File: config.mk
export PLATFORM = sky130hd
export DESIGN_NAME = strength_resolve_stage
export DESIGN_NICKNAME = d
export VERILOG_FILES = /design/src/rtl/strength_pkg.sv /design/src/rtl/strength_accum.sv /design/src/rtl/strength_resolve_stage.sv
export SDC_FILE = /design/constraint.sdc
export NUM_CORES = 1
export LEC_CHECK = 0
export ABC_AREA = 0
export CAP_MARGIN = 20
export CORE_MARGIN = 1
export CORE_UTILIZATION = 43
export CTS_CLUSTER_SIZE = 24
export DETAILED_ROUTE_END_ITERATION = 8
export PLACE_DENSITY = 0.85
export SLEW_MARGIN = 20
export SYNTH_ARGS = -nofsm -noshare
export SYNTH_HDL_FRONTEND = slang
export SYNTH_HIERARCHICAL = 1
export SYNTH_SLANG_ARGS = --single-unit
File: constraint.sdc
create_clock -name clk -period 1.7 [get_ports clk]
set_input_delay 0.34 -clock clk [delete_from_list [all_inputs] [get_ports clk]]
set_output_delay 0.34 -clock clk [all_outputs]
set_load 0.01 [all_outputs]
File: src/rtl/strength_pkg.sv
// Shared strength/value encodings, FSM state type and the pure group
// resolution function used by the strength resolve stage.
package strength_pkg;

    typedef enum logic [2:0] {
        STR_HIGHZ  = 3'd0,
        STR_SMALL  = 3'd1,
        STR_MEDIUM = 3'd2,
        STR_WEAK   = 3'd3,
        STR_LARGE  = 3'd4,
        STR_PULL   = 3'd5,
        STR_STRONG = 3'd6,
        STR_SUPPLY = 3'd7
    } strength_e;

    typedef enum logic [1:0] {
        S_IDLE  = 2'd0,
        S_ACCUM = 2'd1,
        S_HOLD  = 2'd2
    } state_e;

    localparam logic [1:0] VAL_0 = 2'b00;
    localparam logic [1:0] VAL_1 = 2'b01;
    localparam logic [1:0] VAL_Z = 2'b10;
    localparam logic [1:0] VAL_X = 2'b11;

    typedef struct packed {
        logic [1:0] val;
        strength_e  str;
    } resolved_t;

    function automatic strength_e str_max(input strength_e a, input strength_e b);
        return (a > b) ? a : b;
    endfunction

    // Strongest component wins; equal non-zero components collide to x.
    function automatic resolved_t resolve(input strength_e max0, input strength_e max1);
        resolved_t r;
        r.val = VAL_Z;
        r.str = STR_HIGHZ;
        if (max0 > max1) begin
            r.val = VAL_0;
            r.str = max0;
        end else if (max1 > max0) begin
            r.val = VAL_1;
            r.str = max1;
        end else if (max0 != STR_HIGHZ) begin
            r.val = VAL_X;
            r.str = max0;
        end
        return r;
    endfunction

endpackage

File: src/rtl/strength_accum.sv
// Per-group accumulator: running 0/1 strength maxima, saturating driver
// count and sticky overflow flag.
module strength_accum
    import strength_pkg::*;
#(
    parameter int MAX_DRIVERS = 8,
    parameter int CNT_W       = $clog2(MAX_DRIVERS + 1)
) (
    input  logic             clk,
    input  logic             rst_n,
    input  logic             beat_en,
    input  logic             first_beat,
    input  logic [1:0]       beat_val,
    input  logic [2:0]       beat_str0,
    input  logic [2:0]       beat_str1,
    output strength_e        max0,
    output strength_e        max1,
    output logic [CNT_W-1:0] cnt,
    output logic             ovf
);

    strength_e        max0_q, max0_d;
    strength_e        max1_q, max1_d;
    logic [CNT_W-1:0] cnt_q, cnt_d;
    logic             ovf_q, ovf_d;
    strength_e        c0, c1;

    always_comb begin
        c0 = (beat_val == VAL_0 || beat_val == VAL_X) ? strength_e'(beat_str0) : STR_HIGHZ;
        c1 = (beat_val == VAL_1 || beat_val == VAL_X) ? strength_e'(beat_str1) : STR_HIGHZ;
    end

    always_comb begin
        max0_d = max0_q;
        max1_d = max1_q;
        cnt_d  = cnt_q;
        ovf_d  = ovf_q;
        if (beat_en) begin
            if (first_beat) begin
                // A new group starts fresh rather than merging with the last one.
                max0_d = c0;
                max1_d = c1;
                cnt_d  = CNT_W'(1);
                ovf_d  = 1'b0;
            end else begin
                max0_d = str_max(max0_q, c0);
                max1_d = str_max(max1_q, c1);
                if (cnt_q == CNT_W'(MAX_DRIVERS)) begin
                    ovf_d = 1'b1;
                end else begin
                    cnt_d = cnt_q + CNT_W'(1);
                end
            end
        end
    end

    always_ff @(posedge clk or negedge rst_n) begin
        if (!rst_n) begin
            max0_q <= STR_HIGHZ;
            max1_q <= STR_HIGHZ;
            cnt_q  <= '0;
            ovf_q  <= 1'b0;
        end else begin
            max0_q <= max0_d;
            max1_q <= max1_d;
            cnt_q  <= cnt_d;
            ovf_q  <= ovf_d;
        end
    end

    assign max0 = max0_q;
    assign max1 = max1_q;
    assign cnt  = cnt_q;
    assign ovf  = ovf_q;

endmodule

File: src/rtl/strength_resolve_stage.sv
// Collects driver beats of one net group, resolves the net value/strength
// and presents it on a valid/ready output until consumed.
module strength_resolve_stage
    import strength_pkg::*;
#(
    parameter int MAX_DRIVERS = 8,
    parameter int CNT_W       = $clog2(MAX_DRIVERS + 1)
) (
    input  logic             clk,
    input  logic             rst_n,
    input  logic             drv_valid,
    output logic             drv_ready,
    input  logic [1:0]       drv_val,
    input  logic [2:0]       drv_str0,
    input  logic [2:0]       drv_str1,
    input  logic             drv_last,
    output logic             res_valid,
    input  logic             res_ready,
    output logic [1:0]       res_val,
    output logic [2:0]       res_str,
    output logic [CNT_W-1:0] res_cnt,
    output logic             res_ovf
);

    state_e    state_q, state_d;
    logic      beat_acc;
    strength_e max0, max1;
    resolved_t resolved;

    // Ready is gated by rst_n so nothing is taken while reset is held.
    assign drv_ready = rst_n && (state_q != S_HOLD);
    assign beat_acc  = drv_valid && drv_ready;
    assign res_valid = (state_q == S_HOLD);

    always_comb begin
        state_d = state_q;
        case (state_q)
            S_IDLE: begin
                if (beat_acc) begin
                    state_d = drv_last ? S_HOLD : S_ACCUM;
                end
            end
            S_ACCUM: begin
                if (beat_acc && drv_last) begin
                    state_d = S_HOLD;
                end
            end
            S_HOLD: begin
                if (res_ready) begin
                    state_d = S_IDLE;
                end
            end
            default: state_d = S_IDLE;
        endcase
    end

    always_ff @(posedge clk or negedge rst_n) begin
        if (!rst_n) begin
            state_q <= S_IDLE;
        end else begin
            state_q <= state_d;
        end
    end

    strength_accum #(
        .MAX_DRIVERS (MAX_DRIVERS),
        .CNT_W       (CNT_W)
    ) u_accum (
        .clk        (clk),
        .rst_n      (rst_n),
        .beat_en    (beat_acc),
        .first_beat (state_q == S_IDLE),
        .beat_val   (drv_val),
        .beat_str0  (drv_str0),
        .beat_str1  (drv_str1),
        .max0       (max0),
        .max1       (max1),
        .cnt        (res_cnt),
        .ovf        (res_ovf)
    );

    // Maxima cannot change in HOLD, so the resolved value is stable while stalled.
    assign resolved = resolve(max0, max1);
    assign res_val  = resolved.val;
    assign res_str  = resolved.str;

endmodule

Yosys cells after proc, flatten, opt, wreduce, memory -nomap -nowiden
Index checks and enable logic that the tools add are counted.
{ "totals": {"out_inout_bits": 12, "reg_bits": 13, "input_bits": 13, "wordCells": 54} }
{ "classes": {"reduce_logical": 14, "mux": 18, "n_lt_le_gt_ge": 4, "add_sub_neg": 1, "n_eq_ne": 12} }
{ "ops": {"columns": ["operator", "count"], "rows": [
  ["$mux W3", 6],
  ["$gt A3 B3 Y1", 4],
  ["$mux W4", 3],
  ["$mux W5", 2],
  ["$mux W2", 4],
  ["$ne A2 B1 Y1 const B", 4],
  ["$reduce_and A2 Y1", 4],
  ["$ne A2 B2 Y1 const B", 3],
  ["$pmux W2 S3", 1],
  ["$add A4 B1 Y4 const B", 1],
  ["$eq A2 B1 Y1 const B", 2],
  ["$eq A2 B2 Y1 const B", 2],
  ["$eq A4 B4 Y1 const B", 1],
  ["$logic_not A2 Y1", 2],
  ["$logic_and A1 B1 Y1", 3],
  ["$reduce_and A3 Y1", 1],
  ["$reduce_bool A3 Y1", 1],
  ["$logic_or A1 B1 Y1", 2],
  ["$mux W1", 2],
  ["$reduce_bool A2 Y1", 1]
]} }

Logic depth before layout (Yosys ltp)
{ "logic_depth": {"ltp_word": 6, "depth_mapped": 8, "mapped_depth_nobuf": 8} }

By module
Netlist, hierarchy kept.
{ "by_module_without_submodules": {"columns": ["mod", "cells_per_inst", "area_each_um2", "n_inst", "seq_area_each_um2"], "rows": [
  ["strength_accum", 72, 701.9, 1, 275.3],
  ["strength_resolve_stage", 33, 250.2, 1, 50.0]
]} }

Worst setup path after synthesis
OpenSTA, ideal clock, no wires.
{ "synth_path": {"path_type": "input to register", "start": "input drv_val[1]", "end": "register u_accum.max0_q[0] (netlist: u_accum/max0[0])", "n_path_buf": 0, "setup_ns": 0.128, "arrival_ns": 1.744, "required_time_ns": 1.572, "cell_stages": 8, "slack_ns": -0.172, "cell_sequence": "inv_1 > ha_1 > nand2_1 > ha_1 > nand2_1 > o21a_1 > o21ai_2 > mux2_1"} }
{ "synth_via": {"elab_chain_len": 6, "elab_cells_between_ends": 9, "cone_classes": "1 x order compare; 2 x eq/ne; 3 x mux; 3 x reduce/logical"} }
{ "synth_rtl": {"columns": ["item", "line_no", "source"], "rows": [
  ["start, declared", "strength_resolve_stage.sv:13", "input logic [1:0] drv_val,"],
  ["$eq A2 B2 Y1 or $logic_not A2 Y1 (tied branches)", "strength_accum.sv:29", "c0 = (beat_val == VAL_0 || beat_val == VAL_X) ? strength_e'(beat_str0) : STR_HIGHZ;"],
  ["$logic_or A1 B1 Y1 *", "strength_accum.sv:29", null],
  ["$mux W3 *", "strength_accum.sv:29", null],
  ["$gt A3 B3 Y1", "strength_pkg.sv:33", "return (a > b) ? a : b;"],
  ["$ne A2 B1 Y1 (no line)", null, null],
  ["$reduce_and A2 Y1 (no line)", null, null],
  ["end signal, assigned", "strength_accum.sv:64", "max0_q <= max0_d;"],
  ["end, declared", "strength_accum.sv:22", "strength_e max0_q, max0_d;"]
]} }
Mark *: on every way between the ends. The rest lies on a longest branch, timed or not. The select of a mux whose other input is x is not followed.
A chain may end at the register's enable or synchronous reset.

Worst setup path in the final report
{ "layout_path": {"start": "register u_accum.max1_q[2] (netlist: u_accum/max1[2])", "end": "output res_str[2]"} }
{ "layout_via": {"elab_chain_len": 3, "elab_cells_between_ends": 4, "cone_classes": "2 x order compare; 2 x mux"} }
{ "layout_rtl": {"columns": ["item", "line_no", "source"], "rows": [
  ["start, declared", "strength_accum.sv:23", "strength_e max1_q, max1_d;"],
  ["start signal, assigned", "strength_accum.sv:65", "max1_q <= max1_d;"],
  ["$gt A3 B3 Y1", "strength_pkg.sv:44", "end else if (max1 > max0) begin"],
  ["$mux W5", "strength_pkg.sv:44", null],
  ["$mux W5 *", "strength_pkg.sv:41", "if (max0 > max1) begin"],
  ["end, declared", "strength_resolve_stage.sv:20", "output logic [2:0] res_str,"]
]} }
Mark *: on every way between the ends. The rest lies on a longest branch, timed or not.

==> impl_metrics.env <==
export IMPL_status="finished, violations left"
export IMPL_violations="setup timing"
export IMPL_cts_root_buffer="clkbuf_4"
export IMPL_multi_input_area_um2=769.5
export IMPL_vdd_ir_drop_max_v=0.001316
export IMPL_antenna_found_initial=0
export IMPL_design_area_um2=1673
export IMPL_drive_above_1_share_pct=46.30
export IMPL_max_freq_ghz=0.4755
export IMPL_arrival_ns=1.76
export IMPL_io_pins=25
export IMPL_rsz0062_at_grt="yes"
export IMPL_drtPass1Iterations=4
export IMPL_setup_violations=9
export IMPL_synth_area_um2=952.2
export IMPL_nets=189
export IMPL_ys_seq_area_share_pct=34.17
export IMPL_clk_latency_ns=0.28
export IMPL_wl_per_cell_um=17.87
export IMPL_skew_ns=0.002813
export IMPL_fillers=109
export IMPL_cts_buffer_depth=2
export IMPL_place_ws_ns=-0.7367
export IMPL_rows=16
export IMPL_min_path_type="in -> async"
export IMPL_overflow=0
export IMPL_numCtsBuffers=3
export IMPL_clk_pin_slew_worst_paths_ns=0.09
export IMPL_yosys_warnings=6
export IMPL_numPortBuffers=24
export IMPL_grt_max_degree=17
export IMPL_critical_path_buf_inv_count=1
export IMPL_power_density_nw_per_um2=1744
export IMPL_crit_type="reg -> out"
export IMPL_grt_first_pass_wirelength_um=5085
export IMPL_postLayoutCoreUtil_pct=82.74
export IMPL_hold_viol=0
export IMPL_dpl_cell_count=178
export IMPL_synth_nets=131
export IMPL_syn_avg_cell_area_um2=9.068
export IMPL_fin_crit_sh_pct=123.7
export IMPL_cts_max_level=1
export IMPL_die_area_um2=2406
export IMPL_avgViaCountPerCell=5.598
export IMPL_fp_dieH_um=49.06
export IMPL_drcViolationCount=0
export IMPL_endpoint_kind="output port"
export IMPL_power_mw=2.918
export IMPL_slew_violations=0
export IMPL_cts_hold_buf=0
export IMPL_slew_headroom_pct=83.57
export IMPL_syn_inst=105
export IMPL_fin_ws_ns=-0.4032
export IMPL_grt_usage_pct=28.90
export IMPL_min_period_ns=2.103
export IMPL_ys_ff_latch=13
export IMPL_crit_fanout=4
export IMPL_diodes=0
export IMPL_critPathLaunchType="flip-flop"
export IMPL_maxCapViolCount=0
export IMPL_first_global_vias=1097
export IMPL_tightest_slew_ns=0.2455
export IMPL_worstPathRequired_ns=1.36
export IMPL_placed_cell_area_um2=1499
export IMPL_die_x_um=49.06
export IMPL_p_leak_nw=0.7955
export IMPL_gp_congestion=0.8318
export IMPL_ant_nets=0
export IMPL_tritoncts="done"
export IMPL_clock_sinks=13
export IMPL_critPathSlowestCell="dfrtp_1"
export IMPL_fp_coreArea_um2=2022
export IMPL_crit_chain="ha_4, nand3b_1, and2_4, mux2_4, buf_6"
export IMPL_instances_no_fill=189
export IMPL_hpwl_um=2208
export IMPL_num_vias=1058
export IMPL_start_util_pct=47.09
export IMPL_drt_initial_drc_count=30
export IMPL_cp_top_family="flip-flops"
export IMPL_regArea_um2=326.6
export IMPL_syn_to_final_growth_pct=75.69
export IMPL_critical_path_max_stage_delay_ns=0.42
export IMPL_wl_um=3377
export IMPL_synth_distinct_cells=28
-- final cells by class --
| cell class | instances | share of cell area, % |
|---|---|---|
| Multi-Input combinational cell | 75 | 46.00 |
| Clock buffer | 3 | 1.346 |
| Clock inverter | 1 | 0.2992 |
| Timing Repair Buffer | 54 | 27.08 |
| Tap cell | 27 | 2.019 |
| Inverter | 16 | 3.740 |
| Sequential cell | 13 | 19.52 |
-- cell usage after synthesis --
cell type / count / share of area [%]
nand2b_1: 1 / 0.66
o22a_1: 1 / 0.92
o22ai_1: 3 / 2.0
and2_1: 3 / 2.0
a22o_1: 1 / 0.92
o211ai_1: 2 / 1.6
mux2_1: 2 / 2.4
and2_4: 1 / 0.92
nor4_1: 1 / 0.66
nand3_1: 6 / 3.2
nand2_1: 8 / 3.2
buf_2: 1 / 0.53
a21oi_1: 7 / 3.7
dfrtp_1: 13 / 34
ha_1: 13 / 17
mux2_4: 1 / 1.6
nor2_1: 4 / 1.6
a31o_1: 2 / 1.8
nor3b_1: 1 / 0.79
o21ai_2: 2 / 1.8
o21a_1: 2 / 1.6
inv_1: 16 / 6.3
and3_1: 1 / 0.66
a311oi_1: 1 / 0.92
o21ai_0: 4 / 2.1
nand4_1: 2 / 1.3
mux2i_1: 4 / 4.2
nand3b_1: 2 / 1.6
-- worst paths after layout --
check	slack, ns	depth (start not counted)	to	from
setup reg to reg	-0.11	8	u_accum/max0[2]	u_accum/max0[2]
hold / removal	0.50	3	u_accum/max0[0]	rst_n
max in group asynchronous	1.01	3	u_accum/cnt[0]	rst_n
min in group clk	0.55	2	u_accum/ovf	u_accum/ovf
setup / recovery	-0.40	5	res_str[2]	u_accum/max1[2]
hold reg to reg	0.55	2	u_accum/ovf	u_accum/ovf
-- registers in the layout (all words and copies together), names as in the netlist --
name,count
u_accum/max0,3
u_accum/max1,3
u_accum/cnt,4
state_q,2
u_accum/ovf,1
-- worst reg2reg max path: stages (launching register included) --
cell	delay (ns)
dfrtp_1	0.40
buf_4	0.14
buf_6	0.13
ha_4	0.27
nand2_1	0.06
o21a_1	0.18
o21ai_2	0.19
buf_6	0.15
mux2i_1	0.22
-- metal layers --
metal	vias to the layer above	share of wire, %	GRT usage [%]
met3	8	6.0	3.738
li1	488	-	-
met2	55	54	54.40
met5	-	0	0
met1	507	38	32.41
met4	0	2.1	11.76
-- cells in the final DEF (no fill, tap or decap), drive strengths merged, types with 6 or more instances in the layout --
cell type,n
buf,37
inv,16
dfrtp,13
ha,13
clkdlybuf4s50,11
nand2,8
a21oi,7
dlygate4sd2,6
nand3,6
o21ai,6
-- metrics by stage --
step / TNS (ns) / hold WS, ns
floorplan: -0.1191 / 0.04441
global placement: -5.377 / 0.4649
detailed placement: -6.372 / 0.4876
CTS: -1.419 / 0.5076
global route: -2.582 / 0.5040
finish: -2.025 / 0.4966
-- where the power goes --
part / total (mW) / internal [mW] / switching [mW] / leakage [nW]
clock network: 0.200 / 0.0873 / 0.113 / 0.0177
registers: 0.562 / 0.433 / 0.129 / 0.161
logic: 2.16 / 1.10 / 1.05 / 0.617
-- logic make-up (layout without fill, tap and decap cells) --
| kind of cell | count (synthesis) | after routing | share of synthesized area, % |
|---|---|---|---|
| flops | 13 | 13 | 34.17 |
| fa+ha+maj | 13 | 13 | 17.08 |
| simple gates | 30 | 30 | 16.43 |
| compound gates | 25 | 25 | 17.35 |
| buf+inv | 17 | 74 | 6.833 |
| mux | 7 | 7 | 8.147 |
-- timing repair --
action	4_1_cts	5_1_grt
setup buffers	8	2
resized for setup	45	17
setup endpoints to repair	13	12
pin swaps	18	14
Note: power is estimated with default switching activity, not from simulation.
